`config.mk`:
```
export PLATFORM = sky130hd
export DESIGN_NAME = sync_ptr_gray_flat
export DESIGN_NICKNAME = d
export VERILOG_FILES = /design/src/rtl/sync_ptr_gray_if.sv /design/src/rtl/sync_ptr_gray.sv /design/src/flat_wrapper.sv
export SDC_FILE = /design/constraint.sdc
export NUM_CORES = 1
export LEC_CHECK = 0
export ABC_AREA = 1
export BUFFER_PORTS_ARGS = -buffer_cell sky130_fd_sc_hd__buf_2
export CAP_MARGIN = 20
export CORE_MARGIN = 2
export CORE_UTILIZATION = 51
export CTS_CLUSTER_SIZE = 10
export DETAILED_ROUTE_END_ITERATION = 8
export MAX_ROUTING_LAYER = met4
export PLACE_DENSITY = 0.8
export SLEW_MARGIN = 40
export SYNTH_ARGS = -nofsm -noshare
export SYNTH_HDL_FRONTEND = slang
export SYNTH_SLANG_ARGS = --single-unit
```
`constraint.sdc`:
```
create_clock -name wclk -period 4.9 [get_ports wclk]
set_input_delay 1.225 -clock wclk [delete_from_list [all_inputs] [get_ports wclk]]
set_output_delay 1.225 -clock wclk [all_outputs]
set_load 0.02 [all_outputs]
```
`src/rtl/sync_ptr_gray_if.sv`:
```
// Pointer bus for sync_ptr_gray: the foreign-domain Gray pointer going in,
// and the synchronized pointer, binary view, step size and error status coming out.
interface sync_ptr_gray_if #(
    parameter int unsigned ASIZE = 4,
    parameter int unsigned ECW   = 8
) ();
    logic [ASIZE:0] rptr;
    logic [ASIZE:0] wq_rptr;
    logic [ASIZE:0] wq_rptr_bin;
    logic           wq_rptr_upd;
    logic [ASIZE:0] wq_rptr_delta;
    logic           err_pulse;
    logic           err_sticky;
    logic [ECW-1:0] err_cnt;

    modport master (
        output rptr,
        input  wq_rptr, wq_rptr_bin, wq_rptr_upd, wq_rptr_delta,
        input  err_pulse, err_sticky, err_cnt
    );

    modport slave (
        input  rptr,
        output wq_rptr, wq_rptr_bin, wq_rptr_upd, wq_rptr_delta,
        output err_pulse, err_sticky, err_cnt
    );
endinterface

```
`src/rtl/sync_ptr_gray.sv`:
```
// Gray pointer synchronizer into wclk with registered binary view, step delta,
// update pulse and optional Gray-code checker (enabled by SYNC_PTR_GRAY_CHECK_EN).
module sync_ptr_gray #(
    parameter int unsigned ASIZE  = 4,
    parameter int unsigned STAGES = 2,
    parameter int unsigned ECW    = 8
) (
    input  logic            wclk,
    input  logic            wrst,
    sync_ptr_gray_if.slave  bus
);
    logic [ASIZE:0] sync_q [STAGES];
    logic [ASIZE:0] bin_d, bin_q;
    logic [ASIZE:0] delta_d, delta_q;
    logic           upd_d, upd_q;

    always_ff @(posedge wclk) begin
        if (wrst) begin
            for (int unsigned i = 0; i < STAGES; i++) sync_q[i] <= '0;
        end else begin
            sync_q[0] <= bus.rptr;
            for (int unsigned i = 1; i < STAGES; i++) sync_q[i] <= sync_q[i-1];
        end
    end

    // bin_q doubles as the previous-value register: it always holds last cycle's output.
    always_comb begin
        bin_d = '0;
        for (int unsigned i = 0; i <= ASIZE; i++) bin_d[i] = ^(sync_q[STAGES-1] >> i);
        delta_d = bin_d - bin_q;
        upd_d   = (bin_d != bin_q);
    end

    always_ff @(posedge wclk) begin
        if (wrst) begin
            bin_q   <= '0;
            delta_q <= '0;
            upd_q   <= 1'b0;
        end else begin
            bin_q   <= bin_d;
            delta_q <= delta_d;
            upd_q   <= upd_d;
        end
    end

    assign bus.wq_rptr       = sync_q[STAGES-1];
    assign bus.wq_rptr_bin   = bin_q;
    assign bus.wq_rptr_delta = delta_q;
    assign bus.wq_rptr_upd   = upd_q;

`ifdef SYNC_PTR_GRAY_CHECK_EN
    localparam int unsigned   AW       = $clog2(STAGES + 2);
    localparam logic [AW-1:0] ARM_DONE = AW'(STAGES + 1);

    logic [AW-1:0]  arm_q, arm_d;
    logic           err_pulse_q, err_sticky_q;
    logic [ECW-1:0] err_cnt_q, err_cnt_d;
    logic [ASIZE:0] gray_prev, gray_diff;
    logic           viol;

    // Previous Gray value is recovered from bin_q instead of a separate register.
    always_comb begin
        gray_prev = bin_q ^ (bin_q >> 1);
        gray_diff = sync_q[STAGES-1] ^ gray_prev;
        viol      = (arm_q == ARM_DONE) &&
                    ((gray_diff & (gray_diff - (ASIZE+1)'(1))) != '0);
        arm_d     = (arm_q == ARM_DONE) ? arm_q : arm_q + AW'(1);
        err_cnt_d = err_cnt_q;
        if (viol && (err_cnt_q != '1)) err_cnt_d = err_cnt_q + ECW'(1);
    end

    always_ff @(posedge wclk) begin
        if (wrst) begin
            arm_q        <= '0;
            err_pulse_q  <= 1'b0;
            err_sticky_q <= 1'b0;
            err_cnt_q    <= '0;
        end else begin
            arm_q        <= arm_d;
            err_pulse_q  <= viol;
            err_sticky_q <= err_sticky_q | viol;
            err_cnt_q    <= err_cnt_d;
        end
    end

    assign bus.err_pulse  = err_pulse_q;
    assign bus.err_sticky = err_sticky_q;
    assign bus.err_cnt    = err_cnt_q;
`else
    assign bus.err_pulse  = 1'b0;
    assign bus.err_sticky = 1'b0;
    assign bus.err_cnt    = '0;
`endif
endmodule

```
`src/flat_wrapper.sv`:
```
// flat-port wrapper written by rule: the top's interface ports become plain ports
module sync_ptr_gray_flat 
#(
    parameter int unsigned ASIZE  = 4,
    parameter int unsigned STAGES = 2,
    parameter int unsigned ECW    = 8
)
  (wclk, wrst, bus_rptr, bus_wq_rptr, bus_wq_rptr_bin, bus_wq_rptr_upd, bus_wq_rptr_delta, bus_err_pulse, bus_err_sticky, bus_err_cnt);
  sync_ptr_gray_if #(.ASIZE(ASIZE), .ECW(ECW)) bus_i ();
  input  logic wclk;
  input  logic wrst;
  input wire logic [$bits(bus_i.rptr)-1:0] bus_rptr;
  output wire logic [$bits(bus_i.wq_rptr)-1:0] bus_wq_rptr;
  output wire logic [$bits(bus_i.wq_rptr_bin)-1:0] bus_wq_rptr_bin;
  output wire logic [$bits(bus_i.wq_rptr_upd)-1:0] bus_wq_rptr_upd;
  output wire logic [$bits(bus_i.wq_rptr_delta)-1:0] bus_wq_rptr_delta;
  output wire logic [$bits(bus_i.err_pulse)-1:0] bus_err_pulse;
  output wire logic [$bits(bus_i.err_sticky)-1:0] bus_err_sticky;
  output wire logic [$bits(bus_i.err_cnt)-1:0] bus_err_cnt;
  assign bus_i.rptr = bus_rptr;
  assign bus_wq_rptr = bus_i.wq_rptr;
  assign bus_wq_rptr_bin = bus_i.wq_rptr_bin;
  assign bus_wq_rptr_upd = bus_i.wq_rptr_upd;
  assign bus_wq_rptr_delta = bus_i.wq_rptr_delta;
  assign bus_err_pulse = bus_i.err_pulse;
  assign bus_err_sticky = bus_i.err_sticky;
  assign bus_err_cnt = bus_i.err_cnt;
  sync_ptr_gray #(.ASIZE(ASIZE), .STAGES(STAGES), .ECW(ECW)) u_core (.wclk(wclk), .wrst(wrst), .bus(bus_i));
endmodule
```
==> impl_metrics.ini <==
[placement]
dpl.hpwl_mm = 1.24
gp_congestion = 0.864
placed_area_mm2 = 0.00102
dp.cells = 158
io_buffers = 22

[power_and_ir_drop]
totalPowerFinal_uw = 367
p_sw_uw = 117
p_leak_nw = 0.581
ir_drop_v = 0.000214
p_per_area_mw_per_mm2 = 351
switching_share = 0.318
internal-power_uw = 250
p_clk_frac = 0.225
seqPwrFrac = 0.524
combPwrFrac = 0.252

[final_layout]
insertedDiodeCount = 0
final_area_mm2 = 0.00104
nets = 150
final_core_util = 0.599
fillCellCount = 182
syn_to_final_growth_pct = 8.44
final_common_cell = inv_1
finalNonFillerCells = 162
final_cell_mix = inv_1, buf_2, nor2_1, dfxtp_1, nand2_1
drive_above_1_share = 0.204

[synth]
synth.distinct_cells = 19
yosys_warnings = 0
synth_flop_cell = dfxtp_1
synthArstFlopShare = 0
syn_inst = 119
syn-mean-instance-area_um2 = 8.10
synth_edf_count = 0
netlist_area_um2 = 963
ys_ff_latch = 21
synth_seq_area_share = 0.436

[timing]
final_max_slew_viol_count = 0
finalCriticalPeriod_ps = 2230
hold_violations = 0
setup_viol = 0
rsz0062_at_grt = no
finalSetupTns_ps = 0
period_share = 0.456
skew_ps = 5.74
max_freq_ghz = 0.448

[clock_tree]
root_buffer = clkbuf_4
cts_tree = done
clock_latency_ps = 300
h-tree-depth = 1
hold_buffers = 0
post_cts_buffers = 0
cts_max_path_buffers = 2
cts_resized = 0
cts_made_buffers = 3
cts_sinks = 21
path_clk_slew_ps = 110

[route]
wl_mm = 1.51
ant_nets = 0
wire_per_inst_um = 9.35
drc = 0
dr.pass1.iters = 4
num_vias = 710
drtIter0Drc = 4
via_per_inst = 4.38

[setup_path]
path_cells = buf_2
cp.arrival_ps = 1010
cp_top_family = flip-flops
r2r-end = u_core.bus.wq_rptr_delta[4]$_SDFF_PP0_
worst_setup_path_start_kind = flop
critical_path_class = flop to output pin
crit_buf_inv = 1
r2r-start = u_core.sync_q[0][9]$_SDFF_PP0_
critPathRequiredTime_ps = 3670
crit_fanout = 6
end_kind = output pin
slowest_stage = dfxtp_1
slowest_delay_ps = 480
r2r_cells = 12
r2r_slack_ps = 2770

[global_routing]
gr-total-overflow = 0
grt_max_degree = 21
met2_usage = 0.270
use_met1 = 0.166
grt_antenna_before_repair = 0
busiest_layer = met2
grt_pass1_vias = 621
grt_use_total = 0.162
grt_pass1_wl_mm = 2.43
grt_use_met3 = 0.0340

[floorplanning]
rows = 15
die_x_um = 47.5
core-area_mm2 = 0.00175
dieArea_mm2 = 0.00225
ios = 33
initial_core_util = 0.552
die_y_um = 47.5

[min_path]
hold_path_end = u_core.sync_q[0][5]$_SDFF_PP0_
hp-start = u_core.sync_q[0][0]$_SDFF_PP0_
hp-class = flop to flop
min_path_cells = 2

[status]
status = completed

[job]
cap_violations = 0
## cell usage after synthesis (2+ instances only)
cell type / count / area (um^2)
xnor2_2: 2 / 32.5
inv_1: 23 / 86.3
ha_1: 4 / 50.1
clkbuf_1: 2 / 7.51
o21ai_0: 2 / 10.0
dfxtp_1: 21 / 420
a21oi_1: 4 / 20.0
nand3_1: 4 / 20.0
nand2_1: 11 / 41.3
buf_4: 15 / 113
xor2_1: 3 / 26.3
nor2_1: 21 / 78.8
## state kept, by name, summed over array words and instances (netlist names)
signal / count
u_core.bus.wq_rptr_bin: 5
u_core.bus.wq_rptr_upd: 1
u_core.bus.wq_rptr_delta: 5
u_core.sync_q: 10
## layer usage
metal,share of wire,vias to the layer above
li1,-,360
met1,0.36,309
met2,0.50,31
met3,0.089,10
met4,0.047,0
met5,0,-
## layout make-up
type                            instances  area [um^2]  area share
Multi-Input combinational cell         67          370       0.354
Timing Repair Buffer                   22          110       0.105
Inverter                               23         86.3      0.0826
Sequential cell                        21          420       0.402
Clock buffer                            4         26.3      0.0251
Tap cell                               25         31.3      0.0299
## kinds of logic after synthesis
group	after synthesis	share of synthesized area
adder cells (fa/ha/maj)	5	0.0727
buffers and inverters	40	0.214
XOR/XNOR	6	0.0701
AO/OA/AOI/OAI	6	0.0312
flip-flops	21	0.436
AND/OR/NAND/NOR	40	0.171
other	1	0.00389
## worst max-delay path by stage
stage	start	endpoint	slack (ps)	depth (start not counted)
floorplan	u_core.sync_q[0][9]$_SDFF_PP0_	u_core.bus.wq_rptr_delta[4]$_SDFF_PP0_	3000	12
global placement	u_core.sync_q[0][9]$_SDFF_PP0_	u_core.bus.wq_rptr_delta[4]$_SDFF_PP0_	2960	12
detailed placement	u_core.sync_q[0][9]$_SDFF_PP0_	u_core.bus.wq_rptr_delta[4]$_SDFF_PP0_	2810	12
CTS	u_core.sync_q[0][9]$_SDFF_PP0_	bus_wq_rptr[4]	2650	1
global route	u_core.sync_q[0][9]$_SDFF_PP0_	bus_wq_rptr[4]	2610	1
finish	u_core.sync_q[0][9]$_SDFF_PP0_	bus_wq_rptr[4]	2670	1
## power by group through the flow
stage          sequential (mW)  combinational, mW  clock, mW
2_1_floorplan            0.210             0.0613          0
4_1_cts                  0.192             0.0926     0.0848
3_3_place_gp             0.196             0.0879          0
6_report                 0.192             0.0924     0.0824
3_5_place_dp             0.196             0.0925          0
5_1_grt                  0.195              0.103     0.0925
## through the flow
step | hold WS (ps) | setup WS [ps]
3_5_place_dp | 396 | 2810
4_1_cts | 412 | 2650
3_3_place_gp | 388 | 2960
2_1_floorplan | 388 | 3000
5_1_grt | 416 | 2610
6_report | 409 | 2670
No activity file was read; power rests on OpenSTA's default activity.
